$ cat src/rtl/rgb_pwm_ctrl.sv
// CPU-programmable three-channel PWM generator for the RGB LED driver.
// Supports off, static, blink and breathe modes with per-frame shadowed settings.
module rgb_pwm_ctrl #(
  parameter int PRESCALE = 62
) (
  input  logic       clk,
  input  logic       reset,
  input  logic       cs,
  input  logic       we,
  input  logic [2:0] addr,
  input  logic [7:0] din,
  output logic [7:0] dout,
  output logic [2:0] rgb_pwm
);

  localparam int PW = (PRESCALE > 0) ? $clog2(PRESCALE + 1) : 1;

  logic [PW-1:0] r_pre;
  logic [7:0]    r_pcnt;
  logic [1:0]    r_mode;
  logic [7:0]    r_rate;
  logic [7:0]    r_duty  [3];
  logic [7:0]    r_sduty [3];
  logic [1:0]    r_smode;
  logic [7:0]    r_stepcnt;
  logic [7:0]    r_env;
  logic          r_dir;
  logic          r_phase;

  logic          w_wr;
  logic          w_rd;
  logic          w_ctrl_wr;
  logic          w_tick;
  logic          w_frame_start;
  logic          w_step;
  logic [7:0]    w_rate_cap;
  logic [1:0]    w_mode_cap;
  logic [7:0]    w_duty_cap [3];
  logic [7:0]    w_eff      [3];
  logic [7:0]    w_rdata;

  assign w_wr          = cs & we;
  assign w_rd          = cs & ~we;
  assign w_ctrl_wr     = w_wr & (addr == 3'd0);
  assign w_tick        = (r_pre == PW'(PRESCALE));
  assign w_frame_start = w_tick & (r_pcnt == 8'hFF);

  // Values captured at frame start; a write landing on that very edge wins.
  always_comb begin
    w_mode_cap = r_mode;
    w_rate_cap = r_rate;
    if (w_ctrl_wr) begin
      w_mode_cap = din[1:0];
    end else begin
      w_mode_cap = r_mode;
    end
    if (w_wr && (addr == 3'd4)) begin
      w_rate_cap = din;
    end else begin
      w_rate_cap = r_rate;
    end
    for (int n = 0; n < 3; n++) begin
      if (w_wr && (addr == 3'(n + 1))) begin
        w_duty_cap[n] = din;
      end else begin
        w_duty_cap[n] = r_duty[n];
      end
    end
  end

  assign w_step = w_frame_start & (r_stepcnt >= w_rate_cap);

  always_ff @(posedge clk) begin
    if (reset) begin
      r_pre  <= '0;
      r_pcnt <= 8'h00;
    end else if (w_tick) begin
      r_pre  <= '0;
      r_pcnt <= r_pcnt + 8'd1;
    end else begin
      r_pre  <= r_pre + PW'(1);
    end
  end

  always_ff @(posedge clk) begin
    if (reset) begin
      r_mode <= 2'b00;
      r_rate <= 8'h00;
      for (int n = 0; n < 3; n++) r_duty[n] <= 8'h00;
    end else if (w_wr) begin
      case (addr)
        3'd0:    r_mode    <= din[1:0];
        3'd1:    r_duty[0] <= din;
        3'd2:    r_duty[1] <= din;
        3'd3:    r_duty[2] <= din;
        3'd4:    r_rate    <= din;
        default: ;
      endcase
    end
  end

  always_ff @(posedge clk) begin
    if (reset) begin
      r_smode <= 2'b00;
      for (int n = 0; n < 3; n++) r_sduty[n] <= 8'h00;
    end else if (w_frame_start) begin
      r_smode <= w_mode_cap;
      for (int n = 0; n < 3; n++) r_sduty[n] <= w_duty_cap[n];
    end
  end

  // Effect sequencer; a CTRL write restarts the effect and drops a coincident step.
  always_ff @(posedge clk) begin
    if (reset || w_ctrl_wr) begin
      r_stepcnt <= 8'h00;
      r_env     <= 8'h00;
      r_dir     <= 1'b0;
      r_phase   <= 1'b0;
    end else if (w_frame_start) begin
      r_stepcnt <= w_step ? 8'h00 : r_stepcnt + 8'd1;
      if (w_step) begin
        case (r_mode)
          2'b10: r_phase <= ~r_phase;
          2'b11: begin
            if (!r_dir) begin
              if (r_env != 8'hFF) r_env <= r_env + 8'd1;
              if (r_env >= 8'hFE) r_dir <= 1'b1;
            end else begin
              if (r_env != 8'h00) r_env <= r_env - 8'd1;
              if (r_env <= 8'h01) r_dir <= 1'b0;
            end
          end
          default: ;
        endcase
      end
    end
  end

  always_comb begin
    for (int n = 0; n < 3; n++) begin
      w_eff[n] = 8'h00;
      case (r_smode)
        2'b01:   w_eff[n] = r_sduty[n];
        2'b10:   w_eff[n] = r_phase ? r_sduty[n] : 8'h00;
        2'b11:   w_eff[n] = 8'((16'(r_sduty[n]) * 16'(r_env)) >> 8);
        default: w_eff[n] = 8'h00;
      endcase
    end
  end

  always_comb begin
    w_rdata = 8'h00;
    case (addr)
      3'd0:    w_rdata = {6'b000000, r_mode};
      3'd1:    w_rdata = r_duty[0];
      3'd2:    w_rdata = r_duty[1];
      3'd3:    w_rdata = r_duty[2];
      3'd4:    w_rdata = r_rate;
      3'd5:    w_rdata = r_env;
      3'd6:    w_rdata = {6'b000000, r_dir, r_phase};
      default: w_rdata = 8'h00;
    endcase
  end

  always_ff @(posedge clk) begin
    if (reset) begin
      dout    <= 8'h00;
      rgb_pwm <= 3'b000;
    end else begin
      if (w_rd) dout <= w_rdata;
      for (int n = 0; n < 3; n++) rgb_pwm[n] <= (r_pcnt < w_eff[n]);
    end
  end

endmodule

$ cat config.mk
export PLATFORM = sky130hd
export DESIGN_NAME = rgb_pwm_ctrl
export DESIGN_NICKNAME = d
export VERILOG_FILES = /design/src/rtl/rgb_pwm_ctrl.sv
export SDC_FILE = /design/constraint.sdc
export NUM_CORES = 1
export LEC_CHECK = 0
export CAP_MARGIN = 20
export CORE_MARGIN = 8
export CORE_UTILIZATION = 44
export DETAILED_ROUTE_END_ITERATION = 10
export GPL_TIMING_DRIVEN = 0
export HOLD_SLACK_MARGIN = 0.06
export MAX_ROUTING_LAYER = met4
export PLACE_DENSITY_LB_ADDON = 0.1
export REMOVE_ABC_BUFFERS = 1
export SYNTH_ARGS = -nofsm -noshare
export SYNTH_HDL_FRONTEND = slang
export SYNTH_SLANG_ARGS = --single-unit
$ cat constraint.sdc
create_clock -name clk -period 12.12 [get_ports clk]
set_input_delay 3.636 -clock clk [delete_from_list [all_inputs] [get_ports clk]]
set_output_delay 3.636 -clock clk [all_outputs]
set_load 0.01 [all_outputs]
== Word level (Yosys, flattened, before mapping) ==
Memory sizes are Yosys's and may differ from the RTL's.
Cells that the tools add are included.

* Register bits after elaboration: 55
* Bits in writable memories: 48
* Input bits: 15
* Output and inout bits: 11
* Memories kept: 2

* $add $sub $neg: 5
* Multiply operators: 3
* $lt $le $gt $ge: 6
* Eq/ne operators: 15
* Muxes and demuxes: 42
* Bitwise operators: 13
* Reduce and logical (&&, ||, !) cells: 14

{| class="wikitable"
|+ Memory list
! memory !! words !! bits a word !! rd ports !! clocked after Yosys merged registers in !! write ports !! RTL line !! text
|-
| r_duty || 3 || 8 || 3 || 0 || 3 || 22 || <nowiki>logic [7:0] r_duty [3];</nowiki>
|-
| r_sduty || 3 || 8 || 3 || 0 || 3 || 23 || <nowiki>logic [7:0] r_sduty [3];</nowiki>
|}

{| class="wikitable"
|+ Operators by type and width
! kind !! count
|-
| two-way mux 8 bit || 17
|-
| case mux 8 bit (3 select lines) || 3
|-
| case mux 8 bit (7 select lines) || 1
|-
| multiplier 8 x 8 -> 16 bit || 3
|-
| adder 8 x 1 -> 8 bit (second input constant) || 3
|-
| less-than comparator 8 bit || 3
|-
| two-way mux 1 bit || 20
|-
| equality test 3 bit (second input constant) || 3
|-
| equality test 2 bit (second input constant) || 4
|-
| equality test 8 bit (second input constant) || 1
|-
| greater-or-equal comparator 8 bit || 1
|-
| greater-or-equal comparator 8 bit (second input constant) || 1
|-
| <= comparator 8 x 1 -> 1 bit (second input constant) || 1
|-
| != test 8 bit (second input constant) || 1
|-
| nonzero test 8 bit || 1
|-
| subtractor 8 x 1 -> 8 bit (second input constant) || 1
|-
| adder 6 x 1 -> 6 bit (second input constant) || 1
|-
| equality test 3 x 2 -> 1 bit (second input constant) || 2
|-
| equality test 6 bit (second input constant) || 1
|-
| OR 1 bit || 6
|-
| AND reduction 3 bit || 2
|-
| AND 1 bit || 5
|-
| AND reduction 5 bit || 1
|-
| logical AND 1 bit || 4
|-
| other kinds (10) || 12
|}

== Depth between registers and ports, before layout ==
Gate-level depths: netlist of run 1.

* Depth after elaboration: 6
* Gate-level depth with buffers: 25

== Worst setup path after synthesis of run 1 ==
OpenSTA, ideal clock, no wires.

* Path type: input -> register
* Start: input addr[1]
* End: register r_dir
* Library setup time: 0.074 ns
* Data arrival time: 6.255 ns
* Data required time: 12.046 ns
* Setup slack: 5.790 ns
* Cell stages on the path: 12
* Buffers on the path: 1
* Cells stage by stage: clkbuf_1 > nor2_1 > nand4_1 > mux2_2 > ha_1 > nand2b_1 > a21o_1 > a21oi_1 > o211a_1 > a21o_1 > or4_1 > o21ai_0

* Cells in the longest elaborated chain, start to end: 6
* Elaborated cells on any way between the ends: 9
* Classes of those cells: order compare (1); eq/ne (1); mux (1); bitwise (2); reduce/logical (4)

{| class="wikitable"
|+ RTL lines
! item !! RTL line !! text
|-
| start: declaration || 10 || <nowiki>input logic [2:0] addr,</nowiki>
|-
| equality test 3 bit || 57 || <nowiki>if (w_wr && (addr == 3'd4)) begin</nowiki>
|-
| logical AND 1 bit || 57 ||
|-
| two-way mux 8 bit || 57 ||
|-
| greater-or-equal comparator 8 bit || 71 || <nowiki>assign w_step = w_frame_start & (r_stepcnt >= w_rate_cap);</nowiki>
|-
| AND 1 bit || 71 ||
|-
| AND reduction 3 bit (no line) || n/a ||
|-
| end signal: assignment || 117 || <nowiki>r_dir <= 1'b0;</nowiki>
|-
| end signal: assignment || 127 || <nowiki>if (r_env >= 8'hFE) r_dir <= 1'b1;</nowiki>
|-
| end signal: assignment || 130 || <nowiki>if (r_env <= 8'h01) r_dir <= 1'b0;</nowiki>
|-
| end: declaration || 27 || <nowiki>logic r_dir;</nowiki>
|}

Parallel ways exist; a longest one is shown, timed or not.
A chain may end at the register's enable or synchronous reset.

== Worst setup path after layout of run 1 ==
* Start: input addr[0]
* End: register r_env[6]

* Cells in the longest elaborated chain, start to end: 6
* Elaborated cells on any way between the ends: 9
* Classes of those cells: order compare (1); eq/ne (1); mux (1); bitwise (2); reduce/logical (4)

{| class="wikitable"
|+ RTL lines
! item !! RTL line !! text
|-
| equality test 3 bit || 57 ||
|-
| logical AND 1 bit || 57 ||
|-
| two-way mux 8 bit || 57 ||
|-
| greater-or-equal comparator 8 bit || 71 ||
|-
| AND 1 bit || 71 ||
|-
| AND reduction 5 bit (no line) || n/a ||
|-
| end signal: assignment || 126 || <nowiki>if (r_env != 8'hFF) r_env <= r_env + 8'd1;</nowiki>
|-
| end signal: assignment || 129 || <nowiki>if (r_env != 8'h00) r_env <= r_env - 8'd1;</nowiki>
|-
| end: declaration || 26 || <nowiki>logic [7:0] r_env;</nowiki>
|}

Parallel ways exist; a longest one is shown, timed or not.

==> results of run 1 <==
[state kept, by name, indices dropped and copies added (netlist names)]
name / flops
r_duty: 24
r_smode: 2
r_sduty: 24
r_pcnt: 8
r_env: 8
r_rate: 8
r_phase: 1
r_dir: 1
r_stepcnt: 8
r_mode: 2
rgb_pwm: 3
dout: 8
r_pre: 6
[per-stage QoR]
stage	std cells	total power [W]	util
3_3_place_gp	1488	0.000441	0.466
6_report	1511	0.000756	0.485
5_1_grt	1511	0.000780	0.485
2_1_floorplan	1133	0.000411	-
4_1_cts	1511	0.000762	0.485
3_5_place_dp	1495	0.000441	0.472
[cell usage in the layout, fill, tap and decap left out, drive strengths merged, types with 4 or more instances in the layout]
master,n
a211oi,9
a21o,11
a21oi,40
a221oi,6
a22oi,26
and2,165
and3,6
buf,8
clkbuf,9
clkdlybuf4s50,24
dfxtp,55
edfxtp,48
fa,105
ha,137
inv,146
mux2,5
mux2i,44
nand2,59
nand2b,8
nand3,13
nand4,8
nor2,90
nor2b,12
nor3,6
nor4,5
o211ai,6
o21a,4
o21ai,23
o31ai,5
or2,6
or3,6
or4,4
xnor2,24
xor2,19
[path summary, 6_finish.rpt]
path / startpoint / cells past startpoint / slack, ps / to
worst max-delay path: addr[0] / 12 / 4670 / r_env[6]
worst min-delay path: dout[1] / 2 / 460 / dout[1]
worst max register to register: r_env[3] / 20 / 6030 / rgb_pwm[1]
worst min register to register: dout[1] / 2 / 460 / dout[1]
[final cells by class]
class | count | area share
Multi-Input combinational cell | 887 | 0.653
Sequential cell | 103 | 0.209
Inverter | 143 | 0.0440
Tap cell | 330 | 0.0339
Timing Repair Buffer | 32 | 0.0329
Clock buffer | 9 | 0.0185
Clock inverter | 7 | 0.00852
[cells by family (layout without fill, tap and decap cells)]
family	after synthesis	after routing	share of synthesized area
simple gates	402	402	0.193
fa+ha+maj	242	242	0.340
buf+inv	192	191	0.0651
compound gates	150	150	0.0950
flops	103	103	0.227
mux	50	50	0.0463
xor+xnor	43	43	0.0336
[critical path: stages]
cell	delay, ps
clkdlybuf4s50_1	950
nor2_1	410
nand4_1	570
mux2_2	510
ha_1	270
nand2b_1	90
a21o_1	100
a21oi_1	60
o211a_1	330
a21o_1	270
or4_1	400
a21oi_1	140
[power by group through the flow]
stage                     Combinational (W)  Sequential [W]  Clock [W]
after global routing              0.0000503        0.000389   0.000341
final                             0.0000463        0.000387   0.000323
after global placement            0.0000465        0.000395          0
after detailed placement          0.0000463        0.000395          0
after CTS                         0.0000466        0.000387   0.000328
after floorplan                   0.0000224        0.000388          0
[metal layers]
| layer | part of all wire | GRT usage | wire length (um) | vias to the layer above |
|---|---|---|---|---|
| li1 | - | - | - | 3940 |
| met1 | 0.49 | 0.247 | 13300 | 4011 |
| met2 | 0.47 | 0.306 | 12800 | 94 |
| met3 | 0.021 | 0.0185 | 558 | 25 |
| met4 | 0.018 | 0.0502 | 494 | 0 |
| met5 | 0 | - | 0 | - |
==> flow_metrics.tcl, run 1 <==
set metrics [dict create \
    outcome "finished clean" \
    setup_slack_ps 4670 \
    viasPerCell 5.34 \
    routabilityCongestion 0.818 \
    min_path_type "reg -> reg" \
    io_pins 26 \
    insertion_delay_ps 360 \
    period_share 0.615 \
    initial_core_util 0.447 \
    finalSetupViolCount 0 \
    layout-drive-gt1-share 0.0457 \
    async_flop_share 0 \
    clk_pin_slew_ps 70 \
    fin_crit_ps 7450 \
    antennaDiodeCount 0 \
    grt_usage 0.188 \
    cts_resized 0 \
    die-width_um 176 \
    grt_overflow 0 \
    switchingPower_w 0.000181 \
    synth_area_leaders "fa_1, ha_1, edfxtp_1" \
    ir_drop_mv 0.0651 \
    seqCellArea_mm2 0.00254 \
    max_freq_ghz 0.134 \
    hold_violations 0 \
    cts.sinks 103 \
    place_area_mm2 0.0119 \
    fillCellCount 2483 \
    rsz0062_at_grt "no" \
    seqPwrFrac 0.512 \
    synth_cells 1182 \
    crit_type "in -> reg" \
    num_rows 58 \
    clockBufferDepth 2 \
    powerDensity_mw_per_mm2 62.0 \
    via_count 8070 \
    cts_buffers 9 \
    p_leak_nw 5.75 \
    combPwrFrac 0.061 \
    die_h_um 176 \
    cts_tree "built" \
    yosysTopAreaCell "fa_1" \
    dpl.hpwl_mm 20.6 \
    skew_ps 8.38 \
    worst_hold_slack_ps 457 \
    io_buffers 25 \
    power_frac_clock 0.427 \
    drv_slew 0 \
    grt_max_degree 44 \
    drtPass1Iterations 5 \
    grt_pass1_vias 8342 \
    yosys.cell_types.count 70 \
    synthTopCellsByCount "and2_1, inv_1, ha_1" \
    internal-power_w 0.000575 \
    area_growth_syn_to_layout_pct 8.58 \
    arrival_ps 7730 \
    drt_first_iter_violations 486 \
    end_kind "flop" \
    nNetsFinal 1433 \
    coreArea_mm2 0.0251 \
    ys_ff_latch 103 \
    worst_slew_pin_slew_ps 1080 \
    tns_ps 0 \
    synth_top_area_frac 0.187 \
    drc 0 \
    slew_headroom 0.282 \
    synth_edf_count 48 \
    pre_cts_slack_ps 4340 \
    start_kind "primary input" \
    power.share.switching 0.239 \
    wire_per_inst_um 18.0 \
    multiInputGateArea_mm2 0.00796 \
    synthFlopType "dfxtp_1" \
    grt_antenna_before_repair 0 \
    yosys_warnings 0 \
    routed_wl_mm 27.1 \
    die_area_mm2 0.0309 \
    crit_path_max_fanout 25 \
    grt_pass1_wl_mm 44.7 \
    cts_setup_buffers 0 \
    ctsRootBufferMaster "clkbuf_16" \
    cap_violations 0 \
    cp.required_ps 12400 \
    cts_hold_buf 0 \
    ys_seq_area_frac 0.227 \
    avgSynthCellArea_um2 9.49 \
    design_area_mm2 0.0122 \
    syn_area_mm2 0.0112 \
    synth_most_common_cell "and2_1" \
    htree_num_levels 3 \
    postRouteAntennaNets 0 \
]
Note: power is estimated with default switching activity, not from simulation.
==> inputs of run 2 (changes only) <==
==> constraint.sdc (replaced) <==
create_clock -name clk -period 7 [get_ports clk]
set_input_delay 2.1 -clock clk [delete_from_list [all_inputs] [get_ports clk]]
set_output_delay 2.1 -clock clk [all_outputs]
set_load 0.01 [all_outputs]
==> results of run 2 <==
Same layout as run 1 (identical final DEF). Status: finished clean.
Main changes from that run: setup slack after placement 4340 ps -> 757 ps; setup slack after layout 4670 ps -> 911 ps; start point of the critical path addr[0] -> r_env[3]; end point of the critical path r_env[6] -> rgb_pwm[1]; register-to-register setup slack 6030 ps -> 910 ps; total power 0.000756 W -> 0.00131 W; worst IR drop on VDD 0.0651 mV -> 0.113 mV
==> inputs of run 3 (changes only) <==
==> constraint.sdc (replaced) <==
create_clock -name clk -period 7 [get_ports clk]
set_input_delay 1.4 -clock clk [delete_from_list [all_inputs] [get_ports clk]]
set_output_delay 1.4 -clock clk [all_outputs]
set_load 0.01 [all_outputs]
==> results of run 3 <==
Same layout as run 1 (identical final DEF). Status: finished clean.
Main changes from that run: setup slack after placement 4340 ps -> 898 ps; setup slack after layout 4670 ps -> 911 ps; start point of the critical path addr[0] -> r_env[3]; end point of the critical path r_env[6] -> rgb_pwm[1]; register-to-register setup slack 6030 ps -> 910 ps; total power 0.000756 W -> 0.00131 W; worst IR drop on VDD 0.0651 mV -> 0.113 mV
